File: config.mk
export PLATFORM = sky130hd
export DESIGN_NAME = ifetch_buffer
export DESIGN_NICKNAME = d
export VERILOG_FILES = /design/src/rtl/ifetch_buffer_pkg.sv /design/src/rtl/ifetch_buffer_fifo.sv /design/src/rtl/ifetch_buffer.sv
export SDC_FILE = /design/constraint.sdc
export NUM_CORES = 1
export LEC_CHECK = 0
export CORE_MARGIN = 1
export CORE_UTILIZATION = 50
export DETAILED_ROUTE_END_ITERATION = 10
export PLACE_DENSITY = 0.72
export SLEW_MARGIN = 20
export SYNTH_ARGS = -nofsm -noshare
export SYNTH_HDL_FRONTEND = slang
export SYNTH_HIERARCHICAL = 1
export SYNTH_SLANG_ARGS = --single-unit
File: constraint.sdc
create_clock -name clk -period 3.55 [get_ports clk]
set_clock_uncertainty 0.1 [all_clocks]
set_input_delay 0.355 -clock clk [delete_from_list [all_inputs] [get_ports clk]]
set_output_delay 0.355 -clock clk [all_outputs]
set_load 0.005 [all_outputs]
File: src/rtl/ifetch_buffer_pkg.sv
`default_nettype none
// ============================================================================
// Module      : Pipe_Buf_Reg_PKG
// Description : Shared types and constants for the instruction fetch buffer.
// Revision    : 1.0 - initial release
// ============================================================================
package Pipe_Buf_Reg_PKG;

    localparam int IFB_PC_W  = 9;
    localparam int IFB_INS_W = 32;
    localparam int PC_STEP   = 4;

    typedef struct packed {
        logic [IFB_PC_W-1:0]  pc;
        logic [IFB_INS_W-1:0] instr;
    } ifb_entry_t;

endpackage
`default_nettype wire

File: src/rtl/ifetch_buffer_fifo.sv
`default_nettype none
// ============================================================================
// Module      : ifb_fifo
// Description : Power-of-two FIFO with clear (priority over push/pop).
// Revision    : 1.0 - initial release
// ============================================================================
module ifb_fifo #(
    parameter int WIDTH = 41,
    parameter int DEPTH = 4
) (
    input  logic                       clk,
    input  logic                       reset,
    input  logic                       clear,
    input  logic                       push,
    input  logic [WIDTH-1:0]           push_data,
    input  logic                       pop,
    output logic [WIDTH-1:0]           head,
    output logic [$clog2(DEPTH+1)-1:0] count
);

    localparam int PTR_W = $clog2(DEPTH);
    localparam int CNT_W = $clog2(DEPTH+1);

    logic [WIDTH-1:0] mem [DEPTH];
    logic [PTR_W-1:0] wptr;
    logic [PTR_W-1:0] rptr;

    always_ff @(posedge clk) begin
        if (reset) begin
            for (int i = 0; i < DEPTH; i++) begin
                mem[i] <= '0;
            end
            wptr  <= '0;
            rptr  <= '0;
            count <= '0;
        end else if (clear) begin
            wptr  <= '0;
            rptr  <= '0;
            count <= '0;
        end else begin
            if (push) begin
                mem[wptr] <= push_data;
                wptr      <= wptr + 1'b1;
            end
            if (pop) begin
                rptr <= rptr + 1'b1;
            end
            case ({push, pop})
                2'b10:   count <= count + CNT_W'(1);
                2'b01:   count <= count - CNT_W'(1);
                default: count <= count;
            endcase
        end
    end

    assign head = mem[rptr];

endmodule
`default_nettype wire

File: src/rtl/ifetch_buffer.sv
`default_nettype none
// ============================================================================
// Module      : ifetch_buffer
// Description : Fetch PC, credit-based imem issue and decode-side queue.
//               Optional macro IFB_BYPASS_EN routes an empty-queue response
//               straight to decode.
// Revision    : 1.0 - initial release
// ============================================================================
module ifetch_buffer
    import Pipe_Buf_Reg_PKG::*;
#(
    parameter int PC_W  = 9,
    parameter int INS_W = 32,
    parameter int DEPTH = 4
) (
    input  logic                       clk,
    input  logic                       reset,
    input  logic                       redirect_i,
    input  logic [PC_W-1:0]            redirect_pc_i,
    output logic                       imem_req_o,
    output logic [PC_W-1:0]            imem_addr_o,
    input  logic [INS_W-1:0]           imem_rdata_i,
    output logic                       id_valid_o,
    input  logic                       id_ready_i,
    output logic [PC_W-1:0]            id_pc_o,
    output logic [INS_W-1:0]           id_instr_o,
    output logic [$clog2(DEPTH+1)-1:0] count_o
);

    localparam int CNT_W = $clog2(DEPTH+1);
    localparam int ENT_W = PC_W + INS_W;

    logic [PC_W-1:0]  fetch_pc;
    logic             inflight;
    logic [PC_W-1:0]  inflight_pc;
    logic             squash;
    logic [CNT_W-1:0] count;
    logic [ENT_W-1:0] head;
    logic [CNT_W:0]   credit_used;
    logic             resp_valid;
    logic             fifo_push;
    logic             fifo_pop;

    // Outstanding request occupies a slot so the response can never overflow.
    assign credit_used = {1'b0, count} + {{CNT_W{1'b0}}, inflight};
    assign imem_req_o  = !reset && !redirect_i && (credit_used < (CNT_W+1)'(DEPTH));
    assign imem_addr_o = fetch_pc;
    assign resp_valid  = inflight && !squash;
    assign count_o     = count;

    always_ff @(posedge clk) begin
        if (reset) begin
            fetch_pc    <= '0;
            inflight    <= 1'b0;
            inflight_pc <= '0;
            squash      <= 1'b0;
        end else begin
            squash   <= redirect_i ? inflight : 1'b0;
            inflight <= imem_req_o;
            if (redirect_i) begin
                fetch_pc <= redirect_pc_i;
            end else if (imem_req_o) begin
                fetch_pc    <= fetch_pc + PC_W'(PC_STEP);
                inflight_pc <= fetch_pc;
            end
        end
    end

`ifdef IFB_BYPASS_EN
    logic bypass_sel;

    always_comb begin
        bypass_sel = resp_valid && (count == '0);
        id_valid_o = ((count != '0) || bypass_sel) && !redirect_i;
        id_pc_o    = head[ENT_W-1:INS_W];
        id_instr_o = head[INS_W-1:0];
        if (bypass_sel) begin
            id_pc_o    = inflight_pc;
            id_instr_o = imem_rdata_i;
        end
        // A bypassed word that decode takes this cycle never enters storage.
        fifo_push  = resp_valid && !(bypass_sel && id_valid_o && id_ready_i);
        fifo_pop   = (count != '0) && id_valid_o && id_ready_i;
    end
`else
    always_comb begin
        id_valid_o = (count != '0) && !redirect_i;
        id_pc_o    = head[ENT_W-1:INS_W];
        id_instr_o = head[INS_W-1:0];
        fifo_push  = resp_valid;
        fifo_pop   = id_valid_o && id_ready_i;
    end
`endif

    ifb_fifo #(
        .WIDTH (ENT_W),
        .DEPTH (DEPTH)
    ) u_fifo (
        .clk       (clk),
        .reset     (reset),
        .clear     (redirect_i),
        .push      (fifo_push),
        .push_data ({inflight_pc, imem_rdata_i}),
        .pop       (fifo_pop),
        .head      (head),
        .count     (count)
    );

endmodule
`default_nettype wire
Word level (Yosys, flattened, before mapping). Memories as Yosys holds them, arrays and structs flattened. A register that Yosys moved wholly into a read port is not among the register bits. Index checks and enable logic that the tools add are counted.

Add/subtract/negate cells: 6. $lt $le $gt $ge: 1. Eq/ne operators: 2. Multiplexer cells: 14. Bitwise logic cells: 1. Reductions and logical operators: 15.

Operator list (count): $mux 41 (1); $reduce_or 41->1 (1); $mux 9 (2); $add 9x3->9 const B (1); $mux 1 (7); $mux 2 (3); $pmux 3 s2 (1); $logic_and 1x1->1 (5); $add 2x1->2 const B (2); $add 3x1->4 (1); $lt 4x3->1 const B (1); $reduce_bool 2->1 (2); $reduce_or 2->1 (2); $add 3x1->3 const B (1); $logic_not 1->1 (3); $reduce_bool 3->1 (1); $sub 3x1->3 const B (1); $eq 2x1->1 const B (1); $eq 2x2->1 const B (1); $reduce_and 2->1 (1); $not 1->1 (1).

Register bits: 27. RAM bits: 164. Input bits: 45. Output and inout port bits: 55. Word-level logic and storage cells: 47. Memories: 1.

Memory list: u_fifo.mem (words 4, bits a word 41, read ports 1, clocked after Yosys merged registers in 1, wr ports 4, RTL line ifetch_buffer_fifo.sv:24) `logic [WIDTH-1:0] mem [DEPTH];`.

Logic depth before layout (Yosys ltp). Gate-level depths: netlist (run 1).

Depth in word-level cells: 8. Depth in mapped cells: 8. Gate-level depth less buffers: 8.

Modules after synthesis. The synthesis (run 1) kept the hierarchy.

Modules (own cells, without submodules): ifb_fifo (instances 1, cells each 486, area each 7345.8 sq um, seq. area each 5104.9 sq um); ifetch_buffer (instances 1, cells each 102, area each 842.1 sq um, seq. area each 400.4 sq um).

Worst setup path after synthesis (run 1). No wires, ideal clock.

Path kind: register -> register. Start point: register inflight. End point: memory u_fifo.mem[0][0] (enable). Setup time: 0.405 ns. Arrival: 1.905 ns. Required time: 3.045 ns. Path slack: 1.141 ns. Cell stages (with the launch flop): 5. Path buffers: 0. Clock period less this slack: 2.409 ns. Cell sequence: dfxtp_1 > nor2b_1 > and2b_1 > nand2_1 > nand2b_1.

RTL lines: start: declaration (RTL line ifetch_buffer.sv:34) `logic inflight;`; start signal: assignment (RTL line ifetch_buffer.sv:59) `inflight <= imem_req_o;`; end: declaration (RTL line ifetch_buffer_fifo.sv:24).

==> flow_summary.yaml, run 1 <==
timing:
  min_period_over_period_pct: 81.1
  timing.final.hold_violations: 0
  worst_pin_slew_ns: 0.665
  rsz0062_at_grt: "false"
  post_route_setup_tns_ns: 0
  maxSlewViolCount: 0
  fin_crit_ns: 2.88
  timing.fmax_mhz: 347
  final_setup_violations: 0
  fin_ws_ns: 0.670
  worst_relative_slew_slack_pct: 55.6
global_route:
  grt_antenna_before_repair: 0
  globalRouteTotalUtil_pct: 21.6
  via_count_of_the_first_global_routing_pass: 5179
  globalRouteOverflowTotal: 0
  largest_net_degree_at_the_start_of_global_routing: 57
  grt_first_pass_wirelength_um: 26900
clock_network:
  ctsRootBufferMaster: "sky130_fd_sc_hd__clkbuf_16"
  cts-resized-gates: 0
  tritoncts_num_sinks: 193
  ctsHtreeMaxLevel: 4
  post_cts_buffers: 0
  worst_setup_hold_path_clk_slew_ns: 0.07
  tritoncts: "yes"
  clk_latency_ns: 0.43
  cts-buffers-inserted: 17
  clock_tree.buffer_depth: 2
  ctsHoldBuffers: 0
layout:
  final_layout_size_suffix_gt1_share_pct: 13.5
  finish.instance_area_um2: 9910
  layout.nets: 730
  area_growth_syn_to_layout_pct: 21.0
  final-instance-count-excl-fill: 911
  diodes: 0
worst_setup_path:
  timing.critical_path.to_type: "primary output"
  worstPathMaxFanout: 18
  critical_path.reg2reg.startpoint: "inflight"
  worst_r2r_path_depth: 7
  critical_path_arrival_ns: 2.43
  timing_worst_setup_path_type: "register to primary output"
  crit_required_ns: 3.09
  crit_path_start_kind: "register"
  reg2reg_setup_slack_ns: 1.23
  reg2reg_to: "u_fifo/count[2]"
yosys:
  synth_cells: 588
  library_cells_used_by_synthesis: 39
  synth-seq-area-share_pct: 67.2
  yosys_register_bits: 193
  synth_async_sr_flop_share_pct: 0
  synth_enable_flop_cells: 164
  postSynthAreaPerCell_um2: 13.9
  synthesis.area_um2: 8190
  ys.warnings.count: 6
  post_synthesis_net_count: 636
  synth_ff_type: "sky130_fd_sc_hd__edfxtp_1"
route:
  avgRoutedWirePerCell_um: 18.6
  postRouteAntennaNets: 0
  drt-initial-drc-count: 362
  sum_of_routed_wire_length_over_all_layers_um: 16900
  drt-vias-per-instance: 5.44
  drt_first_pass_iters: 5
  detailroute.via_count: 4958
  drcViolationCount: 0
placement:
  place.detailed.hpwl_um: 9900
  dp_slack_ns: 0.823
  dp.cells: 879
  placement.io_buffers: 99
  gp_congestion: 0.795
  detailed_place.area_um2: 9350
power:
  max-vdd-ir-drop_uv: 371
  post-layout-total-power_uw: 4740
  leakagePower_uw: 0.00334
  powerDensity_nw_per_um2: 478
die:
  start_util_pct: 51.4
  floorplan.die_area_um2: 16900
  horizontal_die_dimension_um: 130
  fp.coreArea_um2: 15900
  rows: 46
  die-height_um: 130
  io_pins: 100
worst_hold_path:
  hold-path-endpoint: "inflight_pc[2]"
  worst_hold_path_type: "register to register"
  min_delay_path_depth: 2
  timing.hold.worst.start: "inflight_pc[2]"
run_status:
  outcome: "complete, no violations"
flow_run:
  maxCapViolations: 0
-- sequential cells by signal (all words and copies together) (netlist names), named ones only --
signal,cells
u_fifo/rptr,2
u_fifo/mem,164
u_fifo/count,3
imem_addr_o,9
u_fifo/wptr,2
squash,1
inflight_pc,9
inflight,1
-- cells in the final DEF, fill, tap and decap left out, drive strengths merged, types with 4 or more instances in the layout --
cell / synthesis / layout
a21oi: 12 / 12
a31oi: 4 / 4
buf: 30 / 16
clkbuf: 9 / 21
clkdlybuf4s50: 0 / 98
clkinv: 0 / 5
dfxtp: 29 / 29
edfxtp: 164 / 164
inv: 5 / 6
mux4: 41 / 41
nand2: 28 / 28
nand2b: 45 / 45
nand3: 7 / 7
nor2: 177 / 177
xnor2: 4 / 4
-- worst max-delay path, cell delays in order, from the launching register on --
cell,delay (ns)
sky130_fd_sc_hd__dfxtp_4,0.58
sky130_fd_sc_hd__buf_4,0.38
sky130_fd_sc_hd__mux4_2,0.56
sky130_fd_sc_hd__clkdlybuf4s50_1,0.47
-- how the worst max path moves through the flow --
stage,from,endpoint,slack [ns],cells after the start
2_1_floorplan,inflight,u_fifo/mem[0][0],1.14,4
3_3_place_gp,redirect_i,u_fifo/count[2],0.89,9
3_5_place_dp,redirect_i,u_fifo/count[2],0.82,9
4_1_cts,register,id_instr_o[29],0.62,3
5_1_grt,register,id_instr_o[19],0.53,3
6_report,register,id_instr_o[19],0.67,3
-- cell type report --
| type | instances | area (um2) |
|---|---|---|
| Tap cell | 216 | 270 |
| Inverter | 5 | 18.8 |
| Multi-Input combinational cell | 351 | 2430 |
| Clock buffer | 21 | 440 |
| Timing Repair Buffer | 114 | 1120 |
| Sequential cell | 193 | 5510 |
| Clock inverter | 11 | 114 |
| Fill cell | 1250 | 6040 |
-- metrics by stage --
step / utilization [%] / hold slack [ns]
6_report: 62.1 / 0.361
5_1_grt: 62.1 / 0.386
4_1_cts: 62.1 / 0.360
3_5_place_dp: 58.7 / 0.351
3_3_place_gp: 58.7 / 0.345
2_1_floorplan: - / 0.337
-- kinds of logic (layout without fill, tap and decap cells) --
family	Yosys count	count (layout)	synth area share [%]
simple gates	271	271	14.4
flops	193	193	67.2
mux	44	44	11.7
buf+inv	44	151	3.33
compound gates	26	26	2.02
xor+xnor	7	7	0.749
fa+ha+maj	3	3	0.550
-- cell usage after synthesis (2+ instances only) --
library cell               count  area, um2
sky130_fd_sc_hd__nor2b_1       3       18.8
sky130_fd_sc_hd__nand2_1      28        105
sky130_fd_sc_hd__nand3_1       7       35.0
sky130_fd_sc_hd__mux2i_1       3       30.0
sky130_fd_sc_hd__buf_2        22        110
sky130_fd_sc_hd__nand2b_1     45        282
sky130_fd_sc_hd__xnor2_1       4       35.0
sky130_fd_sc_hd__mux4_2       40        901
sky130_fd_sc_hd__a21oi_1      12       60.1
sky130_fd_sc_hd__buf_12        4       80.1
sky130_fd_sc_hd__clkbuf_1      9       33.8
sky130_fd_sc_hd__nor2_1      177        664
sky130_fd_sc_hd__ha_1          2       25.0
sky130_fd_sc_hd__buf_6         2       22.5
sky130_fd_sc_hd__dfxtp_1      29        581
sky130_fd_sc_hd__inv_1         5       18.8
sky130_fd_sc_hd__or3_1         3       18.8
sky130_fd_sc_hd__edfxtp_1    164       4920
sky130_fd_sc_hd__a32oi_1       2       17.5
sky130_fd_sc_hd__buf_1         2       7.51
sky130_fd_sc_hd__a31oi_1       4       25.0
sky130_fd_sc_hd__or4_1         2       15.0
sky130_fd_sc_hd__xor2_1        3       26.3
-- metal layers --
layer / global-route usage [%] / wire length (um) / vias up
met5: 0 / 0 / -
met4: 7.93 / 231 / 0
met3: 3.61 / 922 / 19
met2: 37.4 / 8600 / 185
met1: 27.4 / 7190 / 2468
li1: - / - / 2286
-- report_power, final --
group	internal (uW)	switching [uW]	total, uW
clock network	1030	783	1810
registers	2550	34.6	2580
logic	176	166	342
Note: power is estimated with default switching activity, not from simulation.
==> run 2: changes to the inputs <==
--- a/config.mk
+++ b/config.mk
@@ -8,7 +8,7 @@
 export CORE_MARGIN = 1
 export CORE_UTILIZATION = 50
 export DETAILED_ROUTE_END_ITERATION = 10
-export PLACE_DENSITY = 0.72
+export PLACE_DENSITY = 0.75
 export SLEW_MARGIN = 20
 export SYNTH_ARGS = -nofsm -noshare
 export SYNTH_HDL_FRONTEND = slang
==> constraint.sdc (replaced) <==
create_clock -name clk -period 2.5 [get_ports clk]
set_clock_uncertainty 0.1 [all_clocks]
set_input_delay 0.25 -clock clk [delete_from_list [all_inputs] [get_ports clk]]
set_output_delay 0.25 -clock clk [all_outputs]
set_load 0.005 [all_outputs]
==> run 2 against run 1 <==
  * Total power up 42%
  * Via count is 1.2% higher
  * Sequential power up 42%
  * Clock power increased by 41%
  * Critical path type unchanged
  * Critical endpoint is now id_instr_o[7]
==> flow_summary.yaml, run 2 (synthesis gave the netlist of run 1 again) <==
clock_network:
  clk_latency_ns: 0.42
  tritoncts: "yes"
  tritoncts_num_sinks: 193
  cts-buffers-inserted: 17
  worst_setup_hold_path_clk_slew_ns: 0.06
  post_cts_buffers: 0
  clock_tree.buffer_depth: 2
  ctsRootBufferMaster: "sky130_fd_sc_hd__clkbuf_16"
  ctsHtreeMaxLevel: 4
worst_setup_path:
  crit_path_start_kind: "register"
  cp_cell_sequence: "buf_16, mux4_2, clkdlybuf4s50_1"
  reg2reg_to: "u_fifo/count[2]"
  worstPathMaxFanout: 16
  timing.critical_path.to_type: "primary output"
  worst_r2r_path_depth: 8
  critical_path.slowest_cell: "sky130_fd_sc_hd__mux4_2"
  critical_path_arrival_ns: 2.08
  reg2reg_setup_slack_ns: 0.30
  critical_path.reg2reg.startpoint: "u_fifo/count[1]"
  timing_worst_setup_path_type: "register to primary output"
  crit_required_ns: 2.15
  critical_path.max_stage_delay_ns: 0.55
global_route:
  globalRouteMet3Util_pct: 4.47
  grt.busiest_layer: "met2"
  grt_use_met2_pct: 37.2
  grt_first_pass_wirelength_um: 27300
  globalRouteOverflowTotal: 0
  groute.layer.met1.usage_pct: 28.7
  globalRouteTotalUtil_pct: 22.0
  largest_net_degree_at_the_start_of_global_routing: 42
  via_count_of_the_first_global_routing_pass: 5306
  grt_antenna_before_repair: 0
route:
  drt_first_pass_iters: 5
  drt-initial-drc-count: 407
  drcViolationCount: 0
  detailroute.via_count: 5018
  postRouteAntennaNets: 0
  sum_of_routed_wire_length_over_all_layers_um: 17200
  drt-vias-per-instance: 5.46
  avgRoutedWirePerCell_um: 18.7
layout:
  max_ffs_per_register: 164
  final_layout_size_suffix_gt1_share_pct: 14.9
  diodes: 0
  area_growth_syn_to_layout_pct: 23.2
  most_flops_register: "u_fifo/mem"
  layout.nets: 738
  final_common_cell: "sky130_fd_sc_hd__nor2_1"
  most-common-layout-cells: "177 x sky130_fd_sc_hd__nor2_1, 164 x sky130_fd_sc_hd__edfxtp_1, 95 x sky130_fd_sc_hd__clkdlybuf4s50_1"
  nFillCells: 1216
timing:
  timing.final.hold_violations: 0
  min_period_over_period_pct: 97.1
  timing.fmax_mhz: 412
  worst_pin_slew_ns: 0.566
  post_route_setup_tns_ns: 0
  worst_relative_slew_slack_pct: 62.2
  fin_crit_ns: 2.43
  fin_ws_ns: 0.0737
  maxSlewViolCount: 0
  final_setup_violations: 0
  rsz0062_at_grt: "false"
flow_run:
  maxCapViolations: 0
power:
  leakagePower_uw: 0.00345
  power.share.clock_pct: 38.1
  max-vdd-ir-drop_uv: 565
  power_frac_comb_pct: 7.5
  netSwitchingPower_uw: 1410
  sw_frac_of_total_pct: 20.9
  powerDensity_nw_per_um2: 667
  seq_power_share_pct: 54.4
  internal_cell_power_uw: 5320
die:
  rows: 46
  start_util_pct: 51.4
  io_pins: 100
  floorplan.die_area_um2: 16900
  fp.coreArea_um2: 15900
  horizontal_die_dimension_um: 130
  die-height_um: 130
run_status:
  outcome: "complete, no violations"
placement:
  placement.io_buffers: 99
  dp_slack_ns: 0.129
  place.detailed.hpwl_um: 10200
  gp_congestion: 0.779
worst_hold_path:
  worst_hold_path_type: "primary input to register"
  hold-path-endpoint: "squash"
  min_delay_path_depth: 2
  timing.hold.worst.start: "reset"
-- run 2: cell type report --
cell class | instances | area, um2 | area share, %
Sequential cell | 193 | 5510 | 54.7
Multi-Input combinational cell | 351 | 2430 | 24.1
Timing Repair Buffer | 122 | 1290 | 12.8
Clock buffer | 24 | 514 | 5.10
Tap cell | 216 | 270 | 2.68
Clock inverter | 8 | 50.0 | 0.496
Inverter | 5 | 18.8 | 0.186
-- run 2: critical path: cells and delay by family, from the launching register on --
family / cells / cell delay, ns
buffers and inverters: 2 / 0.67
muxes: 1 / 0.55
DFF: 1 / 0.42
-- run 2: per-layer routing --
| metal | vias up | part of all wire [%] |
|---|---|---|
| li1 | 2309 | - |
| met1 | 2519 | 42 |
| met2 | 175 | 52 |
| met3 | 15 | 5.3 |
| met4 | 0 | 1.0 |
| met5 | - | 0 |
-- run 2: metrics by stage --
stage / area (um2) / cells / util [%] / hold slack, ns / total power [uW]
global route: 10100 / 919 / 63.2 / 0.126 / 6940
detailed placement: 9480 / 886 / 59.5 / 0.349 / 4240
CTS: 10000 / 918 / 63.0 / 0.107 / 6780
floorplan: 8190 / 588 / - / 0.297 / 3950
global placement: 9480 / 886 / 59.5 / 0.344 / 4220
finish: 10100 / 919 / 63.2 / 0.113 / 6730
-- run 2: worst max-delay path by stage --
stage	cells after the start	slack, ns	from	endpoint
2_1_floorplan	4	0.09	inflight	u_fifo/mem[0][0]
3_3_place_gp	8	0.18	redirect_i	u_fifo/count[2]
3_5_place_dp	8	0.13	redirect_i	u_fifo/count[2]
4_1_cts	3	0.001	register	id_instr_o[7]
5_1_grt	3	0.02	register	id_instr_o[23]
6_report	3	0.07	register	id_instr_o[7]
-- run 2: power by group through the flow --
stage | Clock [uW] | Combinational [uW] | Sequential (uW)
6_report | 2560 | 506 | 3660
5_1_grt | 2730 | 548 | 3670
4_1_cts | 2600 | 513 | 3660
3_5_place_dp | 0 | 510 | 3730
3_3_place_gp | 0 | 504 | 3720
2_1_floorplan | 0 | 231 | 3720
-- run 2: what timing repair did --
item	4_1_cts	5_1_grt
hold buffers	0	0
pin swaps	0	0
setup endpoints to repair	3	22
resized for setup	3	3
cloned	0	1
